$ cat config.mk
export PLATFORM = sky130hd
export DESIGN_NAME = regfile_wb_arbiter
export DESIGN_NICKNAME = d
export VERILOG_FILES = /design/src/rtl/regfile_wb_arbiter_pkg.sv /design/src/rtl/regfile_scoreboard.sv /design/src/rtl/regfile_wb_arbiter.sv
export SDC_FILE = /design/constraint.sdc
export NUM_CORES = 1
export LEC_CHECK = 0
export ABC_AREA = 1
export BUFFER_PORTS_ARGS = -buffer_cell sky130_fd_sc_hd__buf_2
export CAP_MARGIN = 20
export CORE_AREA = 2 2 71 73
export DETAILED_ROUTE_END_ITERATION = 16
export DIE_AREA = 0 0 73 75
export PLACE_DENSITY_LB_ADDON = 0.08
export SETUP_SLACK_MARGIN = 0.2
export SYNTH_ARGS = -nofsm -noshare
export SYNTH_HDL_FRONTEND = slang
export SYNTH_SLANG_ARGS = --single-unit
export TNS_END_PERCENT = 100
$ cat constraint.sdc
create_clock -name CLK -period 4.2 [get_ports CLK]
set_clock_uncertainty 0.05 [all_clocks]
set_input_delay 0 -clock CLK [delete_from_list [all_inputs] [get_ports CLK]]
set_output_delay 0 -clock CLK [all_outputs]
set_load 0.05 [all_outputs]
$ cat src/rtl/regfile_wb_arbiter_pkg.sv
// Shared widths, defaults and the write-request record for the register-file write-back arbiter.
// Used by regfile_wb_arbiter and, when WB_SCOREBOARD_EN is defined, regfile_scoreboard.
package regfile_wb_arbiter_pkg;
  localparam int REG_W           = 5;
  localparam int DATA_W          = 32;
  localparam int REG_COUNT       = 32;
  localparam int AGE_MAX_DEFAULT = 3;
  localparam int AGE_W           = 4;

  typedef struct packed {
    logic [REG_W-1:0]  regIdx;
    logic [DATA_W-1:0] data;
  } wbReq_t;

  // Register 0 is hard-wired, so writes to it are accepted but never performed.
  function automatic logic isWritable(input logic [REG_W-1:0] r);
    return r != '0;
  endfunction
endpackage

$ cat src/rtl/regfile_scoreboard.sv
// Pending-write scoreboard for long-latency results: one busy bit per register 1..31.
// Latency: busy updates on the next edge, queries are combinational; no backpressure (set wins over clear).
// Only instantiated when WB_SCOREBOARD_EN is defined.
module regfile_scoreboard
  import regfile_wb_arbiter_pkg::*;
(
  input  logic             CLK,
  input  logic             RST,
  input  logic             BIssue,
  input  logic [REG_W-1:0] BIssueReg,
  input  logic             clrVld,
  input  logic [REG_W-1:0] clrReg,
  input  logic [REG_W-1:0] QReg1,
  input  logic [REG_W-1:0] QReg2,
  output logic             QBusy1,
  output logic             QBusy2
);

  logic [REG_COUNT-1:1] busy;
  logic [REG_COUNT-1:0] setMask, clrMask, busyFull;

  always_comb begin
    setMask  = BIssue ? (REG_COUNT'(1) << BIssueReg) : '0;
    clrMask  = clrVld ? (REG_COUNT'(1) << clrReg) : '0;
    busyFull = {busy, 1'b0};
    QBusy1   = busyFull[QReg1];
    QBusy2   = busyFull[QReg2];
  end

  // Bit 0 of the masks is discarded, so register 0 can never become busy.
  always_ff @(posedge CLK or negedge RST) begin
    if (!RST) busy <= '0;
    else      busy <= (busy & ~clrMask[REG_COUNT-1:1]) | setMask[REG_COUNT-1:1];
  end

endmodule

$ cat src/rtl/regfile_wb_arbiter.sv
// Arbitrates pipeline (A) and long-latency (B) writes onto the single register-file write port; WB_SCOREBOARD_EN adds a busy scoreboard.
// Latency 1: a transfer appears on RegWre/WriteReg/WriteData at the edge ending the transfer cycle.
// Backpressure: A has priority; B is forced through after AGE_MAX stalled cycles, AReady drops for that slot.
module regfile_wb_arbiter
  import regfile_wb_arbiter_pkg::*;
#(
  parameter int AGE_MAX = AGE_MAX_DEFAULT
) (
  input  logic              CLK,
  input  logic              RST,
  input  logic              AValid,
  input  logic [REG_W-1:0]  AReg,
  input  logic [DATA_W-1:0] AData,
  output logic              AReady,
  input  logic              BValid,
  input  logic [REG_W-1:0]  BReg,
  input  logic [DATA_W-1:0] BData,
  output logic              BReady,
  output logic              RegWre,
  output logic [REG_W-1:0]  WriteReg,
  output logic [DATA_W-1:0] WriteData,
  input  logic              BIssue,
  input  logic [REG_W-1:0]  BIssueReg,
  input  logic [REG_W-1:0]  QReg1,
  input  logic [REG_W-1:0]  QReg2,
  output logic              QBusy1,
  output logic              QBusy2
);

  logic [AGE_W-1:0] age, ageNext;
  logic             forceB, aXfer, bXfer, anyXfer;
  wbReq_t           winner;

  always_comb begin
    forceB  = BValid && (age == AGE_W'(AGE_MAX));
    AReady  = !forceB;
    BReady  = forceB || !AValid;
    aXfer   = AValid && AReady;
    bXfer   = BValid && BReady;
    anyXfer = aXfer || bXfer;
    winner  = bXfer ? '{regIdx: BReg, data: BData} : '{regIdx: AReg, data: AData};

    // Age counts only uninterrupted waiting; a gap in BValid restarts it.
    ageNext = age;
    if (!BValid || bXfer)            ageNext = '0;
    else if (age != AGE_W'(AGE_MAX)) ageNext = age + AGE_W'(1);
  end

  always_ff @(posedge CLK or negedge RST) begin
    if (!RST) begin
      age       <= '0;
      RegWre    <= 1'b0;
      WriteReg  <= '0;
      WriteData <= '0;
    end else begin
      age    <= ageNext;
      RegWre <= anyXfer && isWritable(winner.regIdx);
      if (anyXfer) begin
        WriteReg  <= winner.regIdx;
        WriteData <= winner.data;
      end
    end
  end

`ifdef WB_SCOREBOARD_EN
  regfile_scoreboard uScoreboard (
    .CLK       (CLK),
    .RST       (RST),
    .BIssue    (BIssue),
    .BIssueReg (BIssueReg),
    .clrVld    (bXfer),
    .clrReg    (BReg),
    .QReg1     (QReg1),
    .QReg2     (QReg2),
    .QBusy1    (QBusy1),
    .QBusy2    (QBusy2)
  );
`else
  logic unusedSb;
  assign unusedSb = ^{BIssue, BIssueReg, QReg1, QReg2};
  assign QBusy1   = 1'b0;
  assign QBusy2   = 1'b0;
`endif

endmodule

; ---- Word level (Yosys, flattened, before mapping)
; Cells that the tools add are included.
; W data, S select, Z words.
[word_totals]
word_cells = 22
out_inout_bits = 42
register_bits = 42
[op_classes]
reduce_logical = 12
n_mux = 3
eq_ne = 2
addsub = 1
[ops]
columns = op, count
row1 = $mux W37, 1
row2 = $mux W4, 2
row3 = $reduce_bool A5 Y1, 1
row4 = $add A4 B1 Y4 const B, 1
row5 = $eq A4 B2 Y1 const B, 1
row6 = $logic_and A1 B1 Y1, 4
row7 = $ne A4 B2 Y1 const B, 1
row8 = $logic_not A1 Y1, 3
row9 = $logic_or A1 B1 Y1, 3
row10 = $reduce_bool A2 Y1, 1

; ---- Longest topological paths before layout
; Gate-level depths: netlist (run 1).
[logic_depth]
ltp_word = 7
mapped_depth = 11

; ---- Worst setup path after synthesis (run 1)
; Ideal clock, no wire load.
[synth_timing]
path_kind = reg2reg
start = reg age[0]
end = reg RegWre
synth_period_minus_slack_ns = 1.764
setup_ns = 0.131
path_stages_with_launch = 12
arrival_ns = 1.583
slack_ns = 2.436
required_ns = 4.019
cell_sequence = dfrtp_1 > ha_1 > inv_1 > nor2_1 > nand2_2 > nand2_4 > nand2_4 > nand2_1 > o21ai_1 > nand2_1 > nor2_1 > nor2_1
[synth_lines]
columns = item, line
row1 = start: declaration, regfile_wb_arbiter.sv:30  ; logic [AGE_W-1:0] age, ageNext;
row2 = start signal: assignment, regfile_wb_arbiter.sv:56  ; age <= ageNext;
row3 = $eq A4 B2 Y1, regfile_wb_arbiter.sv:35  ; forceB = BValid && (age == AGE_W'(AGE_MAX));
row4 = $logic_and A1 B1 Y1, regfile_wb_arbiter.sv:35
row5 = $logic_not A1 Y1, regfile_wb_arbiter.sv:36  ; AReady = !forceB;
row6 = via AReady, regfile_wb_arbiter.sv:14  ; output logic AReady,
row7 = $logic_and A1 B1 Y1, regfile_wb_arbiter.sv:38  ; aXfer = AValid && AReady;
row8 = $logic_or A1 B1 Y1, regfile_wb_arbiter.sv:40  ; anyXfer = aXfer || bXfer;
row9 = $logic_and A1 B1 Y1, regfile_wb_arbiter.sv:57  ; RegWre <= anyXfer && isWritable(winner.regIdx);
row10 = end signal: assignment, regfile_wb_arbiter.sv:57
row11 = end: declaration, regfile_wb_arbiter.sv:19  ; output logic RegWre,
; The timed path passes the listed nets, and every way through them passes these cells.
; A chain may end at the register's enable or synchronous reset.

; ---- Worst setup path in the final report (run 1)
[layout_timing]
start = reg age[0]
end = reg WriteData[30]
[layout_via]
elab_chain_len = 5
[layout_lines]
columns = item, line
row1 = $eq A4 B2 Y1 (*), regfile_wb_arbiter.sv:35
row2 = $logic_and A1 B1 Y1 (*), regfile_wb_arbiter.sv:35
row3 = $logic_or A1 B1 Y1 or $logic_not A1 Y1 (tied branches), "regfile_wb_arbiter.sv:37, regfile_wb_arbiter.sv:36"
row4 = $logic_and A1 B1 Y1 (on tied branches), "regfile_wb_arbiter.sv:39, regfile_wb_arbiter.sv:38"
row5 = $mux W37 or $logic_or A1 B1 Y1 (tied branches), "regfile_wb_arbiter.sv:41, regfile_wb_arbiter.sv:40"
row6 = end signal: assignment, regfile_wb_arbiter.sv:60  ; WriteData <= winner.data;
row7 = end: declaration, regfile_wb_arbiter.sv:21  ; output logic [DATA_W-1:0] WriteData,
; Mark *: on every way between the ends. The rest lies on a longest branch, timed or not.

==> metrics.txt, run 1 <==
outcome finished, final reports clean; worst r2r src age[0]; Setup Viol. Count Final 0; max cap viols 0; final wirelength 5.647 mm; kind of critical path flip-flop to flip-flop; hold buffer count at cts 67; post-CTS resize count 0; Core ar. about 4700 um2; clock sinks 42; H-Tree Depth 2; clock root buffer master clkbuf_8; CTS Buf Count 5; Leakage ~1.8 nW; area delta synth->final 68.08%; Reg2Reg Depth 10; Critical Path Sink Type flip-flop; Max VDD drop around 0.19 mV; Yosys cell types 20; Post-Route M1 WL roughly 2.4 mm; Inserted Diodes 0; vias in the first global route between 2,000 and 2,500; worst min-delay path endpoint WriteReg[4]; Worst Path Arrival about 2.5 ns; largest net degree at the start of global routing 43; TNS Setup 0 ns; row cnt 25; Detailed Place HPWL around 3.3 mm; RSZ-0062 raised after global routing no; fin crit share a little under three fifths; Mapped Area 1976 um2; Initial Utilization between 40 and 50%; CP Max Fanout 32; endpoints failing hold 0; routed vias 2,174; hold path start AReg[4]; Relative slew margins a little over a third; clk_lat worst skew between 0.2 and 0.3 ns; fin util between 70% and 80%; Crit Reg-Reg Endpoint WriteData[30]; crit start category flip-flop; RePlAce Congestion roughly 0.69; routed vias/inst 4.577; max-slew violations 0; met3 WL ~370 um; post-CTS setup buffer count 0; layout cell share with drive strength beyond 1 33.02%; uppermost layer routed met4; met2 WL 2.846 mm; antenna violations before repair 0; FF-to-FF setup slack ~1.9 ns; pwr dens approximately 330 nW/um2; Nets approximately 520; Seq/Total Area, Yosys 53.20%; antenna-violating nets left 0; Initial DRC Count slightly above 100; Die W 73 um; CTS tree yes; I/O pin cnt around 140; worst hold path cell count 5; worst hold path type input port to flip-flop; clock-pin slew on the worst setup and hold paths around 0.08 ns; deepest clock path buffer count 2; Die H 75 um; die area roughly 5500 um2; Pre-Repair DR Iteration Count 4; first-pass GRT wire length 9.025 mm; Residual DRC 0; GRT Total Usage between 20% and 30%; Yosys warnings 0; Filler Cells Inserted around 400; DR WL/cell between 10 and 15 um; GR Overflow Total 0; port buffer count about 120; Max Freq between 0.4 and 0.5 GHz; Synth Register Bits 42; post-route minimum period about 2.3 ns; Avg Cell Area, Syn roughly 8.3 um2; critical path data required time approximately 4.4 ns; Gate Count Post-Synth between 200 and 250; Worst-Margin Slew approximately 0.97 ns
metrics by stage:
step                      power [mW]  cell area [um2]  worst slack (ns)  hold slack (ns)  instances
final                          1.088             3321             1.870         0.004568        475
after global routing           1.145             3321             1.673          0.05089        475
after floorplan               0.6683             1979             2.436          -0.3456        240
after global placement        0.7540             2531             1.973           0.1533        399
after detailed placement      0.7562             2531             1.958           0.1556        399
after CTS                      1.096             3293             1.595         0.005703        474
where the power goes:
part	internal [mW]	leakage [nW]	switching [mW]
logic	0.136	1.24	0.227
registers	0.440	0.512	0.0181
clock network	0.133	0.0482	0.134
total	0.709	1.80	0.379
worst max-delay path by stage:
stage	start	end	slack [ns]	depth (start not counted)
3_3_place_gp	age[0]	age[2]	1.97	8
3_5_place_dp	age[0]	age[2]	1.96	8
4_1_cts	age[0]	WriteData[30]	1.59	9
5_1_grt	age[0]	WriteData[30]	1.67	10
2_1_floorplan	age[0]	RegWre	2.44	11
6_report	age[0]	WriteData[30]	1.87	10
registers in the layout (all words and copies together) (netlist names):
register / count
age: 4
RegWre: 1
WriteReg: 5
WriteData: 32
placed cells by master, fill, tap and decap left out:
cell type,Yosys,final
buf_2,0,117
nand2_1,112,112
dlygate4sd3_1,0,67
dfrtp_1,42,42
nand3_1,30,30
inv_1,11,11
nor2_1,6,6
nand3_2,6,6
clkbuf_8,0,6
o21ai_0,5,5
inv_2,2,2
nor2_2,2,2
nand2_4,2,2
o21ai_1,2,2
conb_1,1,2
nand2_2,1,1
nand3b_1,1,1
a21oi_1,1,1
xor2_1,1,1
ha_1,1,1
clkbuf_1,4,1
clkinv_2,0,1
buf_16,0,1
buf_4,2,1
Yosys cell counts, drive strengths merged:
library cell  number  area [um2]
a21oi              1       5.000
buf                9       93.84
clkbuf             4       15.01
conb               1       3.750
dfrtp             42        1051
ha                 1       12.51
inv               13       48.80
nand2            115       449.2
nand3             36       210.2
nand3b             1       7.510
nor2               8       35.03
o21ai              7       35.03
xor2               1       8.760
cell families after synthesis:
kind of cell	count (synthesis)	share of synthesized area (%)
AND/OR/NAND/NOR	160	35.53
buffers and inverters	26	7.980
flip-flops	42	53.20
AO/OA/AOI/OAI	8	2.026
adder cells (fa/ha/maj)	1	0.6332
other	1	0.1898
XOR/XNOR	1	0.4434
layout make-up:
| type | instances | area, um2 | share of cell area, % |
|---|---|---|---|
| well taps | 54 | 67.56 | 2.035 |
| inverters | 13 | 48.80 | 1.469 |
| repair buffers | 186 | 1291 | 38.88 |
| flip-flops and latches | 42 | 1051 | 31.65 |
| multi-input cells | 172 | 770.7 | 23.21 |
| clock buffers | 7 | 86.33 | 2.600 |
| clock inverters | 1 | 5.005 | 0.1507 |
routing by layer:
metal / vias up / GRT usage, %
li1: 1096 / -
met1: 996 / 24.40
met2: 77 / 39.14
met3: 5 / 5.890
met4: 0 / 6.996
met5: - / 0
worst max-delay path, cell delays in order, from the launching register on:
cell and delay (ns):
dfrtp_1 0.38, ha_1 0.15, inv_1 0.04, nor2_1 0.15, nand2_2 0.10, nand2_4 0.10
nand2_4 0.08, inv_2 0.43, nand2_1 0.15, nand3_2 0.09, dlygate4sd3_1 0.55
Power figures use the tool's default switching activity.
==> run 2, diff against run 1 <==
--- a/config.mk
+++ b/config.mk
@@ -5,12 +5,12 @@
 export SDC_FILE = /design/constraint.sdc
 export NUM_CORES = 1
 export LEC_CHECK = 0
-export ABC_AREA = 1
+export ABC_AREA = 0
 export BUFFER_PORTS_ARGS = -buffer_cell sky130_fd_sc_hd__buf_2
 export CAP_MARGIN = 20
-export CORE_AREA = 2 2 71 73
+export CORE_AREA = 2 2 75 77
 export DETAILED_ROUTE_END_ITERATION = 16
-export DIE_AREA = 0 0 73 75
+export DIE_AREA = 0 0 77 79
 export PLACE_DENSITY_LB_ADDON = 0.08
 export SETUP_SLACK_MARGIN = 0.2
 export SYNTH_ARGS = -nofsm -noshare
==> constraint.sdc (replaced) <==
create_clock -name CLK -period 2.3 [get_ports CLK]
set_clock_uncertainty 0.05 [all_clocks]
set_input_delay 0 -clock CLK [delete_from_list [all_inputs] [get_ports CLK]]
set_output_delay 0 -clock CLK [all_outputs]
set_load 0.05 [all_outputs]
==> metrics.txt, run 2 <==
DR WL/cell 13.26 um; TNS Setup 0 ns; RePlAce Congestion a little under 0.7; post-route minimum period roughly 2.0 ns; placed cells around 330; port buffer count between 100 and 150; Switching Fraction between 30% and 40%; first-pass GRT wire length around 8.4 mm; worst hold path type input port to flip-flop; Yosys warnings 0; die area 6083 um2; clk_lat worst skew ~0.29 ns; worst r2r src age[0]; Max Freq a little over 0.5 GHz; Largest regs WriteData (32), WriteReg (5), age (4); Worst-Margin Slew ~0.95 ns; most frequent cells in the layout 117 x buf_2, 56 x mux2_2, 42 x dfrtp_1, 40 x dlygate4sd3_1, 18 x mux2_4; GRT Total Usage roughly 17%; post-route insts no fill 376; vias in the first global route approximately 1,800; Mapped Area approximately 2200 um2; post-CTS resize count 0; antenna violations before repair 0; Finished Cell Area 3312 um2; Reg2Reg Depth 6; fin util between 60 and 70%; Inserted Diodes 0; combinational share of power roughly 33%; Detailed Place HPWL roughly 3.3 mm; Avg Cell Area, Syn about 15 um2; Gate Count Post-Synth 145; CTS tree yes; hold buffer count at cts 40; critical path data required time 2.43 ns; Pwr Total around 2.1 mW; Die H a little under 80 um; Crit Reg-Reg Endpoint RegWre; endpoints failing hold 0; Net Switching about 0.67 mW; row cnt 27; Core ar. approximately 5300 um2; Internal between 1 and 1.5 mW; Post-synth ARST share between 90% and 100%; Seq/Total Area, Yosys around half; Worst Path Arrival approximately 2.1 ns; Relative slew margins 36.77%; FF-to-FF setup slack ~0.34 ns; layout cell share with drive strength beyond 1 67.11%; dominant cell type by area after synthesis dfrtp_1; clock sinks 42; crit start category flip-flop; Max VDD drop roughly 0.44 mV; final wirelength ~5.0 mm; Largest register FFs 32; Initial Utilization around two fifths; RSZ-0062 raised after global routing no; kind of critical path flip-flop to flip-flop; commonest non-fill, non-tap cell in the layout buf_2; clock root buffer master clkbuf_8; CTS Buf Count 5; area delta synth->final 52.21%; Yosys cell types 20; routed vias approximately 1,700; Die W between 70 and 80 um; Synth top area share between 40 and 50%; antenna-violating nets left 0; sequential share of power 40.7%; outcome finished, final reports clean; deepest clock path buffer count 2; clock-pin slew on the worst setup and hold paths ~0.08 ns; I/O pin cnt about 140; max-slew violations 0; number of synthesized flops with an enable pin 0; Critical Path Source age[0]; Leakage approximately 1.6 nW; Synth Register Bits 42; top-count cell post-synth mux2_2; H-Tree Depth 2; GR Overflow Total 0; dpl cell area about 2800 um2; fin crit share between 80% and 90%; post-CTS setup buffer count 0; Nets around 400; pwr dens between 600 and 700 nW/um2; worst setup path endpoint RegWre; top post-synthesis cells by area dfrtp_1 48%, mux2_2 29%, mux2_4 12%; Clock power frac between 20% and 30%; Pre-Repair DR Iteration Count 3; Critical Path Sink Type flip-flop; Largest Register WriteData; Initial DRC Count 34; Setup Viol. Count Final 0; Residual DRC 0; largest net degree at the start of global routing between 40 and 50; max cap viols 0; dominant synthesized flop cell dfrtp_1; Post-synth top cells 56 x mux2_2, 42 x dfrtp_1, 18 x mux2_4, 5 x nor2_1, 4 x buf_4; CP Max Fanout 39; routed vias/inst approximately 4.6
[run 2: cell count changes in the layout (fill, tap and decap cells not counted), sizes merged, moves of 2 or more]
cell and change:
nand2 -114, or4 +2, inv -12, mux2 +74
dlygate4sd3 -27, nor2 -3, o21ai -6, nand3 -34
[run 2: kinds of logic after synthesis]
family / count (synthesis) / share of synthesized area, %
multiplexers: 74 / 41.40
flip-flops: 42 / 48.30
AND/OR/NAND/NOR: 12 / 3.853
buffers and inverters: 11 / 4.255
AO/OA/AOI/OAI: 2 / 0.6324
XOR/XNOR: 2 / 0.8052
adder cells (fa/ha/maj): 1 / 0.5750
other: 1 / 0.1723
[run 2: per-stage QoR]
stage	hold slack (ns)	setup slack (ns)
after floorplan	-0.3456	0.4898
after global routing	0.007097	0.2092
after detailed placement	0.1693	0.6354
final	0.009375	0.3437
after CTS	0.0003078	0.3212
after global placement	0.1586	0.6463
[run 2: power groups by stage]
stage          Sequential [mW]  Combinational, mW  Clock (mW)
6_report                 0.841              0.678       0.548
5_1_grt                  0.853              0.719       0.604
4_1_cts                  0.842              0.683       0.574
3_5_place_dp             0.856              0.630           0
3_3_place_gp             0.853              0.626           0
2_1_floorplan             1.10              0.211           0
[run 2: worst min path at each step]
stage,from,endpoint,slack (ns),cells past startpoint
2_1_floorplan,RST,RegWre,-0.35,0
3_3_place_gp,RST,WriteData[7],0.16,1
3_5_place_dp,RST,WriteData[7],0.17,1
4_1_cts,BData[31],WriteData[31],0.0003,3
5_1_grt,BData[24],WriteData[24],0.007,3
6_report,BData[31],WriteData[31],0.009,3
[run 2: metal layers]
layer  global-route usage, %  routed length [um]  vias to the layer above  part of all wire (%)
met3                   3.636                 264                        9                   5.3
met5                       0                   0                        -                     0
met1                   20.16                2007                      813                    40
met4                   6.429                  80                        0                   1.6
li1                        -                   -                      830                     -
met2                   31.84                2634                       62                    53
[run 2: cell type report]
type                            count  area (um2)
Sequential cell                    42        1051
Tap cell                           72       90.09
Multi-Input combinational cell     93        1036
Timing Repair Buffer              160        1021
Fill cell                         477        2026
Inverter                            1       3.754
Clock buffer                        8       110.1
[run 2: critical path, cell delays in order, from the launching register on]
cell,delay (ns)
dfrtp_1,0.37
ha_1,0.24
nand4bb_4,0.14
nand2_2,0.11
buf_12,0.24
o21ai_0,0.13
dlygate4sd3_1,0.56
==> run 3, diff against run 2 <==
--- a/config.mk
+++ b/config.mk
@@ -6,11 +6,11 @@
 export NUM_CORES = 1
 export LEC_CHECK = 0
 export ABC_AREA = 0
-export BUFFER_PORTS_ARGS = -buffer_cell sky130_fd_sc_hd__buf_2
 export CAP_MARGIN = 20
-export CORE_AREA = 2 2 75 77
+export CORE_AREA = 2 2 68 70
 export DETAILED_ROUTE_END_ITERATION = 16
-export DIE_AREA = 0 0 77 79
+export DIE_AREA = 0 0 70 72
+export DONT_BUFFER_PORTS = 1
 export PLACE_DENSITY_LB_ADDON = 0.08
 export SETUP_SLACK_MARGIN = 0.2
 export SYNTH_ARGS = -nofsm -noshare
==> metrics.txt, run 3 (synthesized netlist as in run 2, its figures left out) <==
outcome finished, final reports clean; Leakage approximately 1.3 nW; dpl cell area ~2200 um2; Nets 320; Max Freq slightly above 0.5 GHz; die area 5040 um2; Setup Viol. Count Final 0; Initial Utilization 51.03%; pre-CTS setup slack 0.5569 ns; Inserted Diodes 0; Filler Cells Inserted 301; Finished Cell Area between 3000 and 4000 um2; port buffer count 0; Critical Path Sink Type flip-flop; clock-pin slew on the worst setup and hold paths around 0.08 ns; vias in the first global route between 1,500 and 2,000; CTS tree yes; Largest Register WriteData; Max VDD drop 0.4098 mV; clock root buffer master clkbuf_8; layout cell share with drive strength beyond 1 38.22%; first-pass GRT wire length approximately 7.6 mm; clock sinks 42; endpoints failing hold 0; placed cells between 150 and 200; critical path data required time between 2 and 2.5 ns; CP Max Fanout 4; kind of critical path flip-flop to flip-flop; CP max stage cell dlygate4sd3_1; Top delay family on crit path buffers and inverters; deepest clock path buffer count 2; Largest regs WriteData (32), WriteReg (5), age (4); Detailed Place HPWL between 2 and 3 mm; Initial DRC Count between 40 and 50; most frequent cells in the layout 77 x dlygate4sd3_1, 56 x mux2_2, 42 x dfrtp_1, 18 x mux2_4; DR WL/cell roughly 18 um; Residual DRC 0; CP Cell Sequence ha_1, nand4bb_4, buf_6, nand3_1, dlygate4sd3_1, nor2_1; area delta synth->final 41.06%; routed vias/inst 5.242; pwr dens between 600 and 700 nW/um2; post-route insts no fill roughly 280; RePlAce Congestion approximately 0.65; GRT Total Usage 19.93%; max cap viols 0; crit start category flip-flop; H-Tree Depth 2; post-CTS setup buffer count 0; fin crit share 84.56%; row cnt 24; final wirelength a little under 5 mm; clk_lat worst skew roughly 0.28 ns; crit path buf inv count 2; largest net degree at the start of global routing 43; Worst Path Arrival around 2.1 ns; RSZ-0062 raised after global routing no; GR Overflow Total 0; CTS Buf Count 5; Core ar. 4264 um2; Pre-Repair DR Iteration Count 4; routed vias approximately 1,500; commonest non-fill, non-tap cell in the layout dlygate4sd3_1; Largest register FFs 32; max-slew violations 0; crit-path max cell delay roughly 0.63 ns; antenna violations before repair 0; I/O pin cnt roughly 140; Die H between 70 and 80 um; post-route minimum period roughly 1.9 ns; Final WS setup about 0.36 ns; worst hold path type input port to asynchronous set/reset pin; Die W 70 um; TNS Setup 0 ns; antenna-violating nets left 0
==> run 3: final timing paths <==
check                            start             to  slack [ns]  depth (start not counted)
max in group asynchronous          RST    WriteReg[4]        1.88                          2
worst min-delay path               RST  WriteData[28]        0.11                          2
worst max-delay path            age[0]         age[2]        0.36                          6
worst min register to register  age[0]         age[0]        0.42                          1
worst max register to register  age[0]         age[2]        0.36                          6
min in group CLK                AValid         RegWre        0.16                          3
==> run 3: repair_timing <==
item	CTS	global route
resized for setup	0	1
endpoints found under the hold margin	84	0
endpoints found under the setup margin	0	1
hold buffers	79	0
==> run 3: power breakdown <==
| group | internal [mW] | switching [mW] | total [mW] |
|---|---|---|---|
| registers | 0.804 | 0.300 | 1.10 |
| clock network | 0.209 | 0.233 | 0.442 |
| logic | 0.236 | 0.114 | 0.351 |
==> run 3: final cells by class <==
type / instances / area [um2] / area share [%]
inverter: 1 / 3.754 / 0.1223
timing repair buffer: 82 / 837.1 / 27.27
clock buffer: 7 / 76.32 / 2.487
multi-input combinational: 93 / 1036 / 33.75
tap: 52 / 65.06 / 2.120
sequential: 42 / 1051 / 34.24
==> run 3: worst reg2reg max path: stages, from the launching register on <==
cell and delay (ns):
dfrtp_1 0.40, ha_1 0.27, nand4bb_4 0.12, buf_6 0.18, nand3_1 0.09, dlygate4sd3_1 0.63, nor2_1 0.14
==> run 3: routing by layer <==
layer	part of all wire, %	track usage [%]
met1	38	21.37
met5	0	0
met3	7.4	7.917
met2	55	36.40
met4	0.34	5.983
==> run 3: per-stage QoR <==
stage | utilization, % | power (mW) | hold slack (ns)
6_report | 71.98 | 1.897 | 0.1148
5_1_grt | 71.98 | 1.982 | 0.1121
4_1_cts | 71.89 | 1.913 | 0.1204
3_5_place_dp | 51.09 | 1.327 | -0.3448
3_3_place_gp | 51.09 | 1.315 | -0.3447
2_1_floorplan | - | 1.314 | -0.3456
